[config.mk]
export PLATFORM = sky130hd
export DESIGN_NAME = seg7_scan_flat
export DESIGN_NICKNAME = d
export VERILOG_FILES = /design/src/rtl/seg7_pkg.sv /design/src/rtl/seg7_scan_if.sv /design/src/rtl/seg7_decode.sv /design/src/rtl/seg7_scan.sv /design/src/flat_wrapper.sv
export SDC_FILE = /design/constraint.sdc
export NUM_CORES = 1
export LEC_CHECK = 0
export ABC_AREA = 1
export CAP_MARGIN = 20
export CORE_ASPECT_RATIO = 1.5
export CORE_MARGIN = 2
export CORE_UTILIZATION = 55
export DETAILED_ROUTE_END_ITERATION = 12
export PLACE_DENSITY = 0.8
export SLEW_MARGIN = 5
export SYNTH_ARGS = -nofsm -noshare
export SYNTH_HDL_FRONTEND = slang
export SYNTH_SLANG_ARGS = --single-unit
[constraint.sdc]
create_clock -name clk -period 2.2 [get_ports clk]
set_input_delay 0.44 -clock clk [delete_from_list [all_inputs] [get_ports clk]]
set_output_delay 0.44 -clock clk [all_outputs]
set_load 0.01 [all_outputs]
[src/rtl/seg7_pkg.sv]
// seg7_pkg: segment patterns and display constants shared by the
// seven-segment scan driver and its decoder. Patterns are active-low
// in {g,f,e,d,c,b,a} order for a common-anode display.
package seg7_pkg;

  localparam logic [6:0] SEG_BLANK = 7'h7F;
  localparam logic [3:0] AN_OFF    = 4'hF;

  localparam logic [6:0] SEG_0 = 7'h40;
  localparam logic [6:0] SEG_1 = 7'h79;
  localparam logic [6:0] SEG_2 = 7'h24;
  localparam logic [6:0] SEG_3 = 7'h30;
  localparam logic [6:0] SEG_4 = 7'h19;
  localparam logic [6:0] SEG_5 = 7'h12;
  localparam logic [6:0] SEG_6 = 7'h02;
  localparam logic [6:0] SEG_7 = 7'h78;
  localparam logic [6:0] SEG_8 = 7'h00;
  localparam logic [6:0] SEG_9 = 7'h10;
  localparam logic [6:0] SEG_A = 7'h08;
  localparam logic [6:0] SEG_B = 7'h03;
  localparam logic [6:0] SEG_C = 7'h46;
  localparam logic [6:0] SEG_D = 7'h21;
  localparam logic [6:0] SEG_E = 7'h06;
  localparam logic [6:0] SEG_F = 7'h0E;

  // Index of the digit currently being scanned (0 = least significant).
  typedef logic [1:0] digit_idx_t;

endpackage

[src/rtl/seg7_scan_if.sv]
// seg7_scan_if: groups the digit inputs, scan enable and display outputs
// of the scan driver. The driver uses the slave view; whatever feeds the
// digits and watches the display uses the master view.
interface seg7_scan_if;

  logic       en;
  logic [3:0] d0;
  logic [3:0] d1;
  logic [3:0] d2;
  logic [3:0] d3;
  logic [3:0] dp_mask;
  logic [3:0] an;
  logic [6:0] seg;
  logic       dp;
  logic       frame_start;

  modport master (
    output en, d0, d1, d2, d3, dp_mask,
    input  an, seg, dp, frame_start
  );

  modport slave (
    input  en, d0, d1, d2, d3, dp_mask,
    output an, seg, dp, frame_start
  );

endinterface

[src/rtl/seg7_decode.sv]
// seg7_decode: maps a 4-bit hex digit to its active-low segment pattern.
// A high blank input overrides the digit and turns every segment off.
module seg7_decode
  import seg7_pkg::*;
(
  input  logic [3:0] digit_i,
  input  logic       blank_i,
  output logic [6:0] seg_o
);

  // Table lookup for 0-F, with blanking taking priority over the digit.
  always_comb begin
    seg_o = SEG_BLANK;
    if (!blank_i) begin
      case (digit_i)
        4'h0: seg_o = SEG_0;
        4'h1: seg_o = SEG_1;
        4'h2: seg_o = SEG_2;
        4'h3: seg_o = SEG_3;
        4'h4: seg_o = SEG_4;
        4'h5: seg_o = SEG_5;
        4'h6: seg_o = SEG_6;
        4'h7: seg_o = SEG_7;
        4'h8: seg_o = SEG_8;
        4'h9: seg_o = SEG_9;
        4'hA: seg_o = SEG_A;
        4'hB: seg_o = SEG_B;
        4'hC: seg_o = SEG_C;
        4'hD: seg_o = SEG_D;
        4'hE: seg_o = SEG_E;
        default: seg_o = SEG_F;
      endcase
    end
  end

endmodule

[src/rtl/seg7_scan.sv]
// seg7_scan: time-multiplexed 4-digit common-anode display driver.
// A prescaler divides each digit slot into a dark ghost-suppression
// interval followed by the lit window. Digits and decimal points are
// copied into shadow registers once per frame so a counter rollover in
// the middle of a frame cannot tear the displayed number.
module seg7_scan
  import seg7_pkg::*;
#(
  parameter int SCAN_DIV     = 50000,
  parameter int BLANK_CYCLES = 500,
  parameter int LZB          = 1
) (
  input  logic         clk,
  input  logic         rst,
  seg7_scan_if.slave   bus
);

  localparam int             PW        = (SCAN_DIV > 2) ? $clog2(SCAN_DIV) : 1;
  localparam logic [PW-1:0]  LAST_PRE  = PW'(SCAN_DIV - 1);
  localparam logic [PW-1:0]  BLANK_PRE = PW'(BLANK_CYCLES);

  logic [PW-1:0] pre_q, pre_d;
  digit_idx_t    idx_q, idx_d;
  logic [3:0]    s_q [4];
  logic [3:0]    s_d [4];
  logic [3:0]    sdp_q, sdp_d;
  logic [3:0]    an_q, an_d;
  logic [6:0]    seg_q, seg_d;
  logic          dp_q, dp_d;
  logic          fs_q, fs_d;

  logic          snap;
  logic          lzb_blank;
  logic [6:0]    cur_seg;

  // A snapshot happens on the first enabled cycle of every frame.
  assign snap = bus.en && (idx_q == 2'd0) && (pre_q == '0);

  // Prescaler, digit index and shadow capture; everything holds while disabled.
  always_comb begin
    pre_d = pre_q;
    idx_d = idx_q;
    s_d   = s_q;
    sdp_d = sdp_q;
    if (bus.en) begin
      if (snap) begin
        s_d[0] = bus.d0;
        s_d[1] = bus.d1;
        s_d[2] = bus.d2;
        s_d[3] = bus.d3;
        sdp_d  = bus.dp_mask;
      end
      if (pre_q == LAST_PRE) begin
        pre_d = '0;
        idx_d = idx_q + 2'd1;
      end else begin
        pre_d = pre_q + 1'b1;
      end
    end
  end

  // Leading-zero suppression: a digit goes dark when it and every more
  // significant shadow digit are zero; the units digit always shows.
  always_comb begin
    lzb_blank = 1'b0;
    if (LZB != 0) begin
      case (idx_q)
        2'd3:    lzb_blank = (s_q[3] == 4'd0);
        2'd2:    lzb_blank = (s_q[3] == 4'd0) && (s_q[2] == 4'd0);
        2'd1:    lzb_blank = (s_q[3] == 4'd0) && (s_q[2] == 4'd0) && (s_q[1] == 4'd0);
        default: lzb_blank = 1'b0;
      endcase
    end
  end

  seg7_decode u_decode (
    .digit_i (s_q[idx_q]),
    .blank_i (lzb_blank),
    .seg_o   (cur_seg)
  );

  // Next display value: dark when disabled or in the blanking interval.
  always_comb begin
    an_d  = AN_OFF;
    seg_d = SEG_BLANK;
    dp_d  = 1'b1;
    fs_d  = 1'b0;
    if (bus.en) begin
      fs_d = snap;
      if (pre_q >= BLANK_PRE) begin
        an_d  = ~(4'b0001 << idx_q);
        seg_d = cur_seg;
        dp_d  = ~sdp_q[idx_q];
      end
    end
  end

  // State and output registers with synchronous reset.
  always_ff @(posedge clk) begin
    if (rst) begin
      pre_q <= '0;
      idx_q <= 2'd0;
      s_q   <= '{default: 4'd0};
      sdp_q <= 4'd0;
      an_q  <= AN_OFF;
      seg_q <= SEG_BLANK;
      dp_q  <= 1'b1;
      fs_q  <= 1'b0;
    end else begin
      pre_q <= pre_d;
      idx_q <= idx_d;
      s_q   <= s_d;
      sdp_q <= sdp_d;
      an_q  <= an_d;
      seg_q <= seg_d;
      dp_q  <= dp_d;
      fs_q  <= fs_d;
    end
  end

  assign bus.an          = an_q;
  assign bus.seg         = seg_q;
  assign bus.dp          = dp_q;
  assign bus.frame_start = fs_q;

endmodule

[src/flat_wrapper.sv]
// flat-port wrapper written by rule: the top's interface ports become plain ports
module seg7_scan_flat import seg7_pkg::*;
#(
  parameter int SCAN_DIV     = 50000,
  parameter int BLANK_CYCLES = 500,
  parameter int LZB          = 1
)
  (clk, rst, bus_en, bus_d0, bus_d1, bus_d2, bus_d3, bus_dp_mask, bus_an, bus_seg, bus_dp, bus_frame_start);
  seg7_scan_if bus_i ();
  input  logic clk;
  input  logic rst;
  input wire logic [$bits(bus_i.en)-1:0] bus_en;
  input wire logic [$bits(bus_i.d0)-1:0] bus_d0;
  input wire logic [$bits(bus_i.d1)-1:0] bus_d1;
  input wire logic [$bits(bus_i.d2)-1:0] bus_d2;
  input wire logic [$bits(bus_i.d3)-1:0] bus_d3;
  input wire logic [$bits(bus_i.dp_mask)-1:0] bus_dp_mask;
  output wire logic [$bits(bus_i.an)-1:0] bus_an;
  output wire logic [$bits(bus_i.seg)-1:0] bus_seg;
  output wire logic [$bits(bus_i.dp)-1:0] bus_dp;
  output wire logic [$bits(bus_i.frame_start)-1:0] bus_frame_start;
  assign bus_i.en = bus_en;
  assign bus_i.d0 = bus_d0;
  assign bus_i.d1 = bus_d1;
  assign bus_i.d2 = bus_d2;
  assign bus_i.d3 = bus_d3;
  assign bus_i.dp_mask = bus_dp_mask;
  assign bus_an = bus_i.an;
  assign bus_seg = bus_i.seg;
  assign bus_dp = bus_i.dp;
  assign bus_frame_start = bus_i.frame_start;
  seg7_scan #(.SCAN_DIV(SCAN_DIV), .BLANK_CYCLES(BLANK_CYCLES), .LZB(LZB)) u_core (.clk(clk), .rst(rst), .bus(bus_i));
endmodule
==> impl_metrics.ini, run 1 <==
[worst_setup_path]
cp_top_family = simple AND/OR/NAND/NOR gates
critPathKind = reg2reg
critPathLaunchType = flip-flop
slowest_stage = dfxtp_1
arrival_ns = 2.03
end_kind = flip-flop
crit_top_cell = nand2_1
max_stage_delay_ns = 0.34
crit_buf_inv = 2
crit_required_ns = 2.41
worstPathMaxFanout = 15
crit_chain = inv_1 > nand2_1 > nand3_1 > nand2_1 > inv_1 > ha_1 > nand3_1 > nand2_1 > o21ai_0 > nand2_1

[route]
dr_total_vias = 2557
totalWireLength_mm = 6.25
dr.pass1.iters = 4
route.detailed.drc = 0
postRouteAntennaNets = 0
wl_per_cell_um = 11.9
dr.first_iter.drc_count = 127
via_per_inst = 4.88

[logic_synthesis]
synth_area_leader_cell = dfxtp_1
synth.top_cells.by_area = dfxtp_1 (37%), nand2_1 (18%), nor2_1 (11%)
syn_nets = 457
avgSynthCellArea_um2 = 6.58
synth_cell_types = 25
synth_seq_cells = 51
yosysWarnings = 0
ys_seq_area_frac = 0.369
syn_area_um2 = 2770
yosysTopAreaCellShare = 0.369
netlist_instances = 421

[power]
ir_worst_vdd_v = 0.000376
seq_power_share = 0.529
switching_power_mw = 0.551
intPower_mw = 1.32
leakage_nw = 1.53
switching_share = 0.294
p_comb_frac = 0.170
p_per_area_nw_per_um2 = 574
clockPowerShare = 0.301

[placement]
io_buffers = 35
dp_hpwl_mm = 4.87
place_ws_ns = 0.152
dpl-instance-area_um2 = 3170
place_inst = 516
place_congestion = 0.964

[timing]
fin_skew_ns = 0.0100
period_needed_ns = 1.82
rsz0062_at_grt = false
min_period_over_period = 0.825
relSlewSlack = 0.587
tightest_slew_ns = 0.614
final_hold_viol_count = 0
worst_slack_ns = 0.384
drv_slew = 0
finalSetupTns_ns = 0
max_clock_freq_mhz = 551
setup-violations-final = 0

[die]
dieArea_um2 = 5630
core_region_area_um2 = 4850
pin_count = 36
fp.dieH_um = 90.9
start_util = 0.571
row_count = 31
die_w_um = 61.9

[finish]
layout-drive-gt1-share = 0.0852
nNetsFinal = 493
final_cells = 524
post-route-cell-area_um2 = 3270
fillers = 443
area_growth_pct = 18.0
diodes = 0

[grt]
overflow = 0
grt_pass1_wl_mm = 10.8
grt_use_total = 0.251
antenna_found_initial = 0
grt_max_degree = 42
grt_pass1_vias = 2489

[cts]
cts_buffers = 5
holdBufCountCts = 0
cts.repair.resized = 0
cts_max_level = 2
clk_latency_ns = 0.31
cts_sinks = 51
cts_tree = built
clk_path_buf_depth = 2
path_clk_slew_ns = 0.10
cts_root_buf = clkbuf_8
cts_setup_buffers = 0

[flow_run]
max_cap_viol_count = 0

[run_status]
status = finished, final reports clean

[worst_hold_path]
hold_class = reg2reg
## Yosys cell counts (all sizes together)
cell / number
a21oi: 7
buf: 10
clkbuf: 1
dfxtp: 51
ha: 13
inv: 50
nand2: 149
nand3: 30
nand4: 7
nor2: 85
nor3: 4
nor4: 1
o211ai: 1
o21ai: 6
xnor2: 1
xor2: 5
## registers in the layout, summed over array words and instances (netlist names)
| register | flops |
|---|---|
| u_core.bus.an | 4 |
| u_core.bus.dp | 1 |
| u_core.s_q | 16 |
| u_core.bus.seg | 7 |
| u_core.bus.frame_start | 1 |
| u_core.sdp_q | 4 |
| u_core.idx_q | 2 |
| u_core.pre_q | 16 |
## cell usage in the layout (no fill, tap or decap), drive strengths merged
cell,synthesis,routed
a21oi,7,7
buf,10,5
clkbuf,1,5
clkdlybuf4s50,0,35
clkinvlp,0,2
dfxtp,51,51
ha,13,13
inv,50,51
nand2,149,149
nand3,30,30
nand4,7,7
nor2,85,85
nor3,4,4
nor4,1,1
o211ai,1,1
o21ai,6,6
xnor2,1,1
xor2,5,5
## per-layer routing
metal  track usage  routed length [um]  vias up
met3        0.0344                 163       22
met1         0.252                2270     1140
met2         0.463                3510       47
li1              -                   -     1348
met4         0.128                 310        0
met5             0                   0        -
## layout make-up
class                      instances  area, um2  area share
clock buffer                       5       68.8      0.0211
multi-input combinational        309       1480       0.452
inverter                          50        193      0.0590
timing repair buffer              40        400       0.123
clock inverter                     3       23.8     0.00728
sequential                        51       1020       0.313
tap                               66       82.6      0.0253
## tightest hold or removal path, cell delays in order, from the launching register on
cell and delay (ns):
dfxtp_1 0.33, nand2_1 0.07, a21oi_1 0.05
## path summary, 6_finish.rpt
kind,from,to,slack [ns],cells past startpoint
worst max register to register,u_core.idx_q[0],u_core.bus.seg[5],0.38,10
worst min-delay path,u_core.pre_q[0],u_core.pre_q[0],0.49,2
worst max-delay path,u_core.idx_q[0],u_core.bus.seg[5],0.38,10
worst min register to register,u_core.pre_q[0],u_core.pre_q[0],0.49,2
## logic make-up after synthesis
logic type	count (synthesis)	synth area share
DFF	51	0.369
adders and majority gates	13	0.0587
buffers and inverters	61	0.0976
AOI/OAI and AO/OA	14	0.0303
xor gates and xnor gates	6	0.0190
and+or+nand+nor	276	0.426
## stage by stage
stage          utilization  hold slack, ns  power (mW)
2_1_floorplan            -           0.456        1.23
3_3_place_gp         0.655           0.479        1.32
3_5_place_dp         0.655           0.483        1.33
4_1_cts              0.674           0.497        1.88
5_1_grt              0.674           0.509        1.97
6_report             0.674           0.490        1.88
## power groups by stage
stage | Combinational [mW] | Sequential, mW | Clock, mW
3_3_place_gp | 0.309 | 1.01 | 0
3_5_place_dp | 0.318 | 1.01 | 0
4_1_cts | 0.319 | 0.991 | 0.574
6_report | 0.319 | 0.992 | 0.565
5_1_grt | 0.366 | 0.996 | 0.609
2_1_floorplan | 0.228 | 1.00 | 0
No activity file was read; power rests on OpenSTA's default activity.
==> run 2, diff against run 1 <==
--- a/config.mk
+++ b/config.mk
@@ -9,9 +9,9 @@
 export CAP_MARGIN = 20
 export CORE_ASPECT_RATIO = 1.5
 export CORE_MARGIN = 2
-export CORE_UTILIZATION = 55
+export CORE_UTILIZATION = 50
 export DETAILED_ROUTE_END_ITERATION = 12
-export PLACE_DENSITY = 0.8
+export PLACE_DENSITY = 0.76
 export SLEW_MARGIN = 5
 export SYNTH_ARGS = -nofsm -noshare
 export SYNTH_HDL_FRONTEND = slang
==> constraint.sdc (replaced) <==
create_clock -name clk -period 1.62 [get_ports clk]
set_input_delay 0.324 -clock clk [delete_from_list [all_inputs] [get_ports clk]]
set_output_delay 0.324 -clock clk [all_outputs]
set_load 0.01 [all_outputs]
==> run 2 against run 1 <==
  * Combinational power grew 52%
  * Via count grew 6.9%
  * Largest cell class unchanged
  * Clock skew grew 0.0042 ns
  * Critical path depth grew 1
  * Routed wire length grew 3.5%
  * Sequential cell count is the same
==> impl_metrics.ini, run 2 (synthesized netlist as in run 1, its figures left out) <==
[route]
dr.first_iter.drc_count = 109
route.detailed.drc = 0
dr_total_vias = 2733
via_per_inst = 4.97
dr.pass1.iters = 4
postRouteAntennaNets = 0
totalWireLength_mm = 6.47
wl_per_cell_um = 11.8

[power]
p_comb_frac = 0.177
seq_power_share = 0.491
clockPowerShare = 0.332
p_per_area_nw_per_um2 = 774
leakage_nw = 1.66
total_power_mw = 2.73
switching_share = 0.274
switching_power_mw = 0.748
intPower_mw = 1.99
ir_worst_vdd_v = 0.000433

[finish]
fillers = 476
final_cells = 550
finish.utilization = 0.653
area_growth_pct = 27.5
nNetsFinal = 515
diodes = 0
final_cell_mix = nand2_1 (132), nor2_1 (78), dfxtp_1 (49), inv_1 (45), clkdlybuf4s50_1 (35)
layout-drive-gt1-share = 0.156
final_common_cell = nand2_1

[grt]
grt_use_total = 0.225
overflow = 0
antenna_found_initial = 0
grt_max_degree = 27
grt_pass1_wl_mm = 10.8
grt_pass1_vias = 2591

[die]
core_region_area_um2 = 5410
dieArea_um2 = 6160
fp.dieH_um = 95.1
start_util = 0.512
pin_count = 36
row_count = 33
die_w_um = 64.8

[timing]
min_period_over_period = 0.943
relSlewSlack = 0.821
tightest_slew_ns = 0.269
drv_slew = 0
period_needed_ns = 1.53
fin_skew_ns = 0.0142
setup-violations-final = 0
max_clock_freq_mhz = 655
final_hold_viol_count = 0
rsz0062_at_grt = true

[worst_setup_path]
r2r-start = u_core.idx_q[0]
critPathKind = reg2reg
crit_required_ns = 1.82
arrival_ns = 1.73
end_kind = flip-flop
startpoint = u_core.idx_q[0]
worstPathMaxFanout = 5
critPathLaunchType = flip-flop

[placement]
dp_hpwl_mm = 5.09
place_congestion = 0.990
io_buffers = 35
place_inst = 540

[flow_run]
max_cap_viol_count = 0

[run_status]
status = finished, final reports clean

[cts]
clk_path_buf_depth = 2
cts_root_buf = clkbuf_8
cts_max_level = 2
cts_buffers = 5
clk_latency_ns = 0.31
cts_tree = built
cts_sinks = 51
holdBufCountCts = 0
path_clk_slew_ns = 0.10

[worst_hold_path]
hold_class = reg2reg
worstHoldStart = u_core.pre_q[0]
==> run 2: cell type report <==
cell class / count / area (um2) / area share
sequential: 51 / 1030 / 0.291
inverter: 50 / 195 / 0.0553
timing repair buffer: 62 / 594 / 0.168
multi-input combinational: 309 / 1510 / 0.428
tap: 70 / 87.6 / 0.0248
clock buffer: 5 / 68.8 / 0.0195
clock inverter: 3 / 46.3 / 0.0131
==> run 2: through the flow <==
step	setup slack [ns]	setup TNS, ns	instance area, um2	hold slack [ns]
finish	0.0928	0	3530	0.486
global route	-0.00784	-0.00784	3530	0.518
CTS	0.00446	0	3480	0.486
detailed placement	-0.150	-3.40	3350	0.473
global placement	-0.114	-2.60	3350	0.473
floorplan	0.0189	0	2770	0.456
==> run 2: critical path: stages (launching register included) <==
cell     delay [ns]
dfxtp_4        0.39
buf_6          0.11
nand2_1        0.06
nand3_2        0.08
nand2_4        0.07
buf_4          0.13
buf_4          0.13
ha_1           0.18
nand2_1        0.09
nand2_1        0.05
nand2_1        0.08
nand2_1        0.05
==> run 2: metal layers <==
metal	routed length (um)	up-vias	track usage
li1	-	1401	-
met1	2400	1244	0.209
met2	3630	62	0.460
met3	132	26	0.0272
met4	310	0	0.122
met5	0	-	0
==> run 2: timing repair <==
action	4_1_cts	5_1_grt
setup endpoints to repair	3	10
cloned	0	0
hold endpoints to repair	0	0
setup buffers	1	1
pin swaps	1	4
gates resized for setup	3	15
==> run 2: final timing paths <==
kind	to	slack, ns	cells after the start
setup / recovery	u_core.bus.seg[6]	0.09	11
hold / removal	u_core.pre_q[0]	0.49	2
setup reg to reg	u_core.bus.seg[6]	0.09	11
hold reg to reg	u_core.pre_q[0]	0.49	2
==> run 2: power groups by stage <==
stage | registers, mW | logic [mW] | clock network (mW)
2_1_floorplan | 1.36 | 0.309 | 0
3_3_place_gp | 1.37 | 0.452 | 0
3_5_place_dp | 1.37 | 0.462 | 0
4_1_cts | 1.34 | 0.470 | 0.937
5_1_grt | 1.35 | 0.549 | 0.976
6_report | 1.34 | 0.484 | 0.908
